File: src/rtl/otp_bit_serializer_if.sv
`default_nettype none
// ============================================================================
//  Module      : otp_bit_serializer_if
//  Description : Handshake/bus bundle between the one-time-pad bit serializer
//                and its plaintext/key source, XOR gate and cipher consumer.
//  Revision    : 1.0 - initial release
// ============================================================================
interface otp_bit_serializer_if #(
    parameter int WIDTH = 8,
    parameter int CNT_W = 16
) ();
    // Word intake
    logic             in_valid;
    logic             in_ready;
    logic [WIDTH-1:0] in_msg;
    logic [WIDTH-1:0] in_key;
    // Bit-pair stream to / from the XOR gate
    logic             a;
    logic             b;
    logic             bit_valid;
    logic             bit_ready;
    logic             bit_last;
    logic             c;
    // Cipher result
    logic [WIDTH-1:0] cipher_out;
    logic             cipher_valid;
    logic [CNT_W-1:0] word_count;

    // Serializer side
    modport slave (
        input  in_valid, in_msg, in_key, bit_ready, c,
        output in_ready, a, b, bit_valid, bit_last,
               cipher_out, cipher_valid, word_count
    );

    // Source / gate / consumer side
    modport master (
        output in_valid, in_msg, in_key, bit_ready, c,
        input  in_ready, a, b, bit_valid, bit_last,
               cipher_out, cipher_valid, word_count
    );
endinterface
`default_nettype wire

File: src/rtl/otp_bit_serializer.sv
`default_nettype none
// ============================================================================
//  Module      : otp_bit_serializer
//  Description : Accepts a plaintext/key word pair, streams it as bit pairs
//                to an external 1-bit XOR gate, reassembles the returned gate
//                outputs into a cipher word and strobes it out.
//                Optional macro LSB_FIRST_EN: stream bits LSB first instead
//                of MSB first (cipher_out bit positions are unchanged).
//  Revision    : 1.0 - initial release
// ============================================================================
module otp_bit_serializer #(
    parameter int WIDTH = 8,
    parameter int CNT_W = 16
) (
    input  wire logic             clk,
    input  wire logic             rst,
    otp_bit_serializer_if.slave   bus
);

    localparam int C_BIT_W = $clog2(WIDTH);
    localparam logic [C_BIT_W-1:0] C_LAST = C_BIT_W'(WIDTH - 1);

    localparam logic [1:0] S_IDLE  = 2'd0;
    localparam logic [1:0] S_SHIFT = 2'd1;
    localparam logic [1:0] S_EMIT  = 2'd2;

    logic [1:0]         r_state;
    logic [1:0]         w_state_nxt;
    logic [WIDTH-1:0]   r_msg_sr;
    logic [WIDTH-1:0]   r_key_sr;
    logic [WIDTH-1:0]   r_cipher_sr;
    logic [C_BIT_W-1:0] r_bit_cnt;
    logic [WIDTH-1:0]   r_cipher_out;
    logic [CNT_W-1:0]   r_word_count;

    logic               w_in_ready;
    logic               w_bit_valid;
    logic               w_bit_last;
    logic               w_a;
    logic               w_b;
    logic               w_cipher_valid;

    logic               w_accept;
    logic               w_xfer;
    logic               w_last;
    logic               w_a_bit;
    logic               w_b_bit;
    logic [WIDTH-1:0]   w_msg_shift;
    logic [WIDTH-1:0]   w_key_shift;
    logic [WIDTH-1:0]   w_cipher_next;

    assign w_accept = bus.in_valid && w_in_ready;
    assign w_xfer   = (r_state == S_SHIFT) && bus.bit_ready;
    assign w_last   = (r_bit_cnt == C_LAST);

`ifdef LSB_FIRST_EN
    // LSB-first: shift right, returned bit enters at the top so that after
    // WIDTH transfers every cipher bit sits at its natural position.
    assign w_a_bit       = r_msg_sr[0];
    assign w_b_bit       = r_key_sr[0];
    assign w_msg_shift   = r_msg_sr >> 1;
    assign w_key_shift   = r_key_sr >> 1;
    assign w_cipher_next = (r_cipher_sr >> 1) | {bus.c, {(WIDTH-1){1'b0}}};
`else
    // MSB-first: shift left, returned bit enters at the bottom.
    assign w_a_bit       = r_msg_sr[WIDTH-1];
    assign w_b_bit       = r_key_sr[WIDTH-1];
    assign w_msg_shift   = r_msg_sr << 1;
    assign w_key_shift   = r_key_sr << 1;
    assign w_cipher_next = (r_cipher_sr << 1) | {{(WIDTH-1){1'b0}}, bus.c};
`endif

    // State register
    always_ff @(posedge clk or posedge rst) begin
        if (rst) begin
            r_state <= S_IDLE;
        end else begin
            r_state <= w_state_nxt;
        end
    end

    // Next-state logic: EMIT lasts one cycle but may chain straight into SHIFT
    always_comb begin
        w_state_nxt = r_state;
        case (r_state)
            S_IDLE:  if (w_accept) w_state_nxt = S_SHIFT;
            S_SHIFT: if (w_xfer && w_last) w_state_nxt = S_EMIT;
            S_EMIT:  w_state_nxt = w_accept ? S_SHIFT : S_IDLE;
            default: w_state_nxt = S_IDLE;
        endcase
    end

    // Output decode: a/b are gated so they read 0 whenever no pair is live
    always_comb begin
        w_in_ready     = 1'b0;
        w_bit_valid    = 1'b0;
        w_bit_last     = 1'b0;
        w_a            = 1'b0;
        w_b            = 1'b0;
        w_cipher_valid = 1'b0;
        case (r_state)
            S_IDLE: begin
                w_in_ready = 1'b1;
            end
            S_SHIFT: begin
                w_bit_valid = 1'b1;
                w_bit_last  = w_last;
                w_a         = w_a_bit;
                w_b         = w_b_bit;
            end
            S_EMIT: begin
                w_in_ready     = 1'b1;
                w_cipher_valid = 1'b1;
            end
            default: begin
                w_in_ready = 1'b0;
            end
        endcase
    end

    // Datapath: latch on acceptance, shift and collect c on each transfer,
    // publish the cipher word and bump the count on the final transfer so
    // both are already valid during the EMIT strobe cycle.
    always_ff @(posedge clk or posedge rst) begin
        if (rst) begin
            r_msg_sr     <= '0;
            r_key_sr     <= '0;
            r_cipher_sr  <= '0;
            r_bit_cnt    <= '0;
            r_cipher_out <= '0;
            r_word_count <= '0;
        end else if (w_accept) begin
            r_msg_sr    <= bus.in_msg;
            r_key_sr    <= bus.in_key;
            r_cipher_sr <= '0;
            r_bit_cnt   <= '0;
        end else if (w_xfer) begin
            r_msg_sr    <= w_msg_shift;
            r_key_sr    <= w_key_shift;
            r_cipher_sr <= w_cipher_next;
            r_bit_cnt   <= r_bit_cnt + C_BIT_W'(1);
            if (w_last) begin
                r_cipher_out <= w_cipher_next;
                r_word_count <= r_word_count + CNT_W'(1);
            end
        end
    end

    assign bus.in_ready     = w_in_ready;
    assign bus.bit_valid    = w_bit_valid;
    assign bus.bit_last     = w_bit_last;
    assign bus.a            = w_a;
    assign bus.b            = w_b;
    assign bus.cipher_valid = w_cipher_valid;
    assign bus.cipher_out   = r_cipher_out;
    assign bus.word_count   = r_word_count;

endmodule
`default_nettype wire

File: src/flat_wrapper.sv
// flat-port wrapper written by rule: the top's interface ports become plain ports
module otp_bit_serializer_flat 
#(
    parameter int WIDTH = 8,
    parameter int CNT_W = 16
)
  (clk, rst, bus_in_valid, bus_in_msg, bus_in_key, bus_bit_ready, bus_c, bus_in_ready, bus_a, bus_b, bus_bit_valid, bus_bit_last, bus_cipher_out, bus_cipher_valid, bus_word_count);
  otp_bit_serializer_if #(.WIDTH(WIDTH), .CNT_W(CNT_W)) bus_i ();
  input  wire logic clk;
  input  wire logic rst;
  input wire logic [$bits(bus_i.in_valid)-1:0] bus_in_valid;
  input wire logic [$bits(bus_i.in_msg)-1:0] bus_in_msg;
  input wire logic [$bits(bus_i.in_key)-1:0] bus_in_key;
  input wire logic [$bits(bus_i.bit_ready)-1:0] bus_bit_ready;
  input wire logic [$bits(bus_i.c)-1:0] bus_c;
  output wire logic [$bits(bus_i.in_ready)-1:0] bus_in_ready;
  output wire logic [$bits(bus_i.a)-1:0] bus_a;
  output wire logic [$bits(bus_i.b)-1:0] bus_b;
  output wire logic [$bits(bus_i.bit_valid)-1:0] bus_bit_valid;
  output wire logic [$bits(bus_i.bit_last)-1:0] bus_bit_last;
  output wire logic [$bits(bus_i.cipher_out)-1:0] bus_cipher_out;
  output wire logic [$bits(bus_i.cipher_valid)-1:0] bus_cipher_valid;
  output wire logic [$bits(bus_i.word_count)-1:0] bus_word_count;
  assign bus_i.in_valid = bus_in_valid;
  assign bus_i.in_msg = bus_in_msg;
  assign bus_i.in_key = bus_in_key;
  assign bus_i.bit_ready = bus_bit_ready;
  assign bus_i.c = bus_c;
  assign bus_in_ready = bus_i.in_ready;
  assign bus_a = bus_i.a;
  assign bus_b = bus_i.b;
  assign bus_bit_valid = bus_i.bit_valid;
  assign bus_bit_last = bus_i.bit_last;
  assign bus_cipher_out = bus_i.cipher_out;
  assign bus_cipher_valid = bus_i.cipher_valid;
  assign bus_word_count = bus_i.word_count;
  otp_bit_serializer #(.WIDTH(WIDTH), .CNT_W(CNT_W)) u_core (.clk(clk), .rst(rst), .bus(bus_i));
endmodule
File: config.mk
export PLATFORM = sky130hd
export DESIGN_NAME = otp_bit_serializer_flat
export DESIGN_NICKNAME = d
export VERILOG_FILES = /design/src/rtl/otp_bit_serializer_if.sv /design/src/rtl/otp_bit_serializer.sv /design/src/flat_wrapper.sv
export SDC_FILE = /design/constraint.sdc
export NUM_CORES = 1
export LEC_CHECK = 0
export ABC_CLOCK_PERIOD_IN_PS = 1600
export CAP_MARGIN = 20
export CELL_PAD_IN_SITES_DETAIL_PLACEMENT = 0
export CELL_PAD_IN_SITES_GLOBAL_PLACEMENT = 1
export CORE_MARGIN = 4
export CORE_UTILIZATION = 34
export CTS_CLUSTER_SIZE = 14
export DETAILED_ROUTE_END_ITERATION = 10
export PLACE_DENSITY = 0.85
export SETUP_SLACK_MARGIN = 0.02
export SLEW_MARGIN = 40
export SYNTH_ARGS = -nofsm -noshare
export SYNTH_HDL_FRONTEND = slang
export SYNTH_SLANG_ARGS = --single-unit
File: constraint.sdc
create_clock -name clk -period 1.6 [get_ports clk]
set_clock_uncertainty 0.2 [all_clocks]
set_input_delay 0.16 -clock clk [delete_from_list [all_inputs] [get_ports clk]]
set_output_delay 0.16 -clock clk [all_outputs]
set_load 0.01 [all_outputs]
==> results.cfg <==
[layout]
fillers = 587
finalNetCount = 339
layout_common_cells = nand2_1 (72), dfrtp_1 (52), buf_4 (25)
syn2layout_area_growth_pct = 51.20
layout-drive-gt1-share_pct = 27.53
diodes = 0
regArea_sq_um = 1301
multiInputGateArea_sq_um = 1039
utilization_pct = 53.17
layout_commonest_cell = nand2_1

[clock_tree]
numCtsBuffers = 5
clkTransAtPathRegs_ns = 0.09
clockBufferDepth = 2
htreeDepth = 2
cts_tree = yes
clock-sinks = 52
root_buffer = clkbuf_8
clkLatencyLatePin_ns = 0.32

[placed_design]
gp_congestion = 0.8151
dpl.hpwl_microns = 3577
port_buffers = 50

[synth]
yosysTopAreaCell = dfrtp_1
yosysTopAreaCellShare_pct = 57.94
yosysWarningCount = 0
ys_ff_latch = 52
yosys-top-cells-area = dfrtp_1 (58%), nand2_1 (14%), xnor2_1 (5.1%), nand3_1 (2.7%), a31oi_1 (2.5%)
post_synth.cell_area_avg_sq_um = 9.639
synthesis.nets = 257
syn-instance-count = 233
yosysUniqueCellTypes = 28
mappedNetlistArea_sq_um = 2246
synth_seq_area_share_pct = 57.94

[worst_setup_path]
r2r-start = u_core.r_bit_cnt[1]
end_kind = flip-flop
cp_cell_sequence = ha_2 -> ha_4 -> nand4b_4 -> nor2_4 -> and4_1 -> xor2_1
cp.arrival_ns = 1.79
path_max_fanout = 6
cp.required_ns = 1.63
worst-setup-path-type = flip-flop to flip-flop
crit_path_top_delay_cell = dfrtp_1
r2r_setup_slack_ns = -0.16
r2r-end = u_core.bus.word_count[7]
startpoint = u_core.r_bit_cnt[1]
r2r_cells = 6
slowest_delay_ns = 0.38
start_kind = flip-flop

[die]
core_sq_um = 6386
rows = 29
io_pins = 51
dieArea_sq_um = 7970
die_h_microns = 89.28
start_util_pct = 35.17
die_x_microns = 89.28

[route]
wl_per_cell_microns = 13.54
drt_iter0_markers = 92
ant_nets = 0
firstDrtPassIters = 4
wl_microns = 5323
route.detailed.drc = 0
avgViaCountPerCell = 4.855
via_count = 1908

[hold_path]
min_path_type = input port to asynchronous set/reset pin

[timing]
worstMarginPinSlew_ns = 0.3264
fin_ws_ns = -0.1556
holdWs_ns = 0.05367
hold_viol = 0
period_needed_ns = 1.756
finalCritPeriodShare_pct = 109.7
setup_viol = 20
slew-limit-headroom_pct = 78.12
rsz0062_at_grt = true
fmax_mhz = 569.6
drv_slew = 0

[flow_run]
maxCapViolCount = 0

[global_route]
grt_overflow = 0
antenna_found_initial = 0
grt_pass1_vias = 1893
grt_max_degree = 53
grt_pass1_wl_microns = 8838
track_usage_pct = 14.49

[pwr]
peakVddDrop_v = 0.0005773
power_density_nw_per_um2 = 1326
p_leak_nw = 1.793

[outcome]
status = complete, but fails checks
violations = negative setup slack
[registers in the layout, indices dropped and copies added (netlist names)]
signal / flops
u_core.bus.cipher_out: 8
u_core.bus.word_count: 16
u_core.r_bit_cnt: 3
u_core.r_state: 2
u_core.r_cipher_sr: 7
u_core.r_key_sr: 8
u_core.r_msg_sr: 8
[synthesized netlist by cell type, drive strengths merged]
cell type	count
a21oi	5
a22oi	4
a31oi	9
and2	4
and2b	1
and3b	1
and4	3
buf	8
clkbuf	3
dfrtp	52
ha	3
inv	3
nand2	82
nand3	12
nand4	4
nand4b	1
nor2	13
nor2b	2
nor3	2
o21ai	5
o22ai	1
xnor2	13
xor2	2
[report_power, final]
part,internal (W),leakage (nW),switching [W]
logic,0.000812,1.05,0.000798
registers,0.00171,0.688,0.000251
clock network,0.000472,0.0548,0.000458
total,0.00299,1.79,0.00151
[logic make-up (layout without fill, tap and decap cells)]
kind of cell	Yosys count	in the layout	share of synthesized area [%]
simple gates	125	125	25.18
flops	52	52	57.94
compound gates	24	24	6.351
xor+xnor	15	15	5.850
buf+inv	14	97	3.008
fa+ha+maj	3	3	1.671
[worst max-delay path by stage]
stage,endpoint,cells past startpoint
after floorplan,u_core.bus.word_count[6],8
after global placement,u_core.r_msg_sr[7],6
after detailed placement,u_core.bus.word_count[4],6
after CTS,bus_bit_last,4
after global routing,u_core.bus.word_count[7],6
final,u_core.bus.word_count[7],6
[timing repair]
item / CTS / global route
cloned: 0 / 1
setup buffers: 14 / 1
endpoints found under the setup margin: 56 / 45
hold buffers: 0 / 0
hold endpoints to repair: 0 / 0
resized for setup: 67 / 29
pin swaps: 22 / 14
[worst max-delay path, delay by kind of cell, from the launching register on]
kind                       cells  cell delay [ns]
and+or+nand+nor                3             0.59
DFF                            1             0.38
adders and majority gates      2             0.34
xor gates and xnor gates       1             0.16
[metal layers]
metal / global-route usage [%] / vias to the layer above / part of all wire [%]
li1: - / 930 / -
met1: 19.17 / 911 / 44
met2: 23.64 / 61 / 48
met3: 2.857 / 6 / 7.1
met4: 5.277 / 0 / 1.0
met5: 0 / - / 0
[per-stage QoR]
| stage | cell area (sq um) | power, W | instances | setup TNS, ns | setup WS, ns |
|---|---|---|---|---|---|
| 2_1_floorplan | 2268 | 0.002722 | 233 | -0.4158 | -0.1083 |
| 3_3_place_gp | 2995 | 0.003416 | 371 | -3.518 | -0.1249 |
| 3_5_place_dp | 2995 | 0.003458 | 371 | -4.499 | -0.1753 |
| 4_1_cts | 3281 | 0.004455 | 393 | -1.661 | -0.1247 |
| 5_1_grt | 3396 | 0.004839 | 393 | -2.957 | -0.2400 |
| 6_report | 3396 | 0.004502 | 393 | -1.195 | -0.1556 |
[layout make-up]
type / count / area share [%]
multi-input combinational: 167 / 30.58
tap: 77 / 2.837
clock inverter: 3 / 1.363
timing repair buffer: 86 / 24.43
inverter: 3 / 0.4422
sequential: 52 / 38.32
clock buffer: 5 / 2.027
No activity file was read; power rests on OpenSTA's default activity.
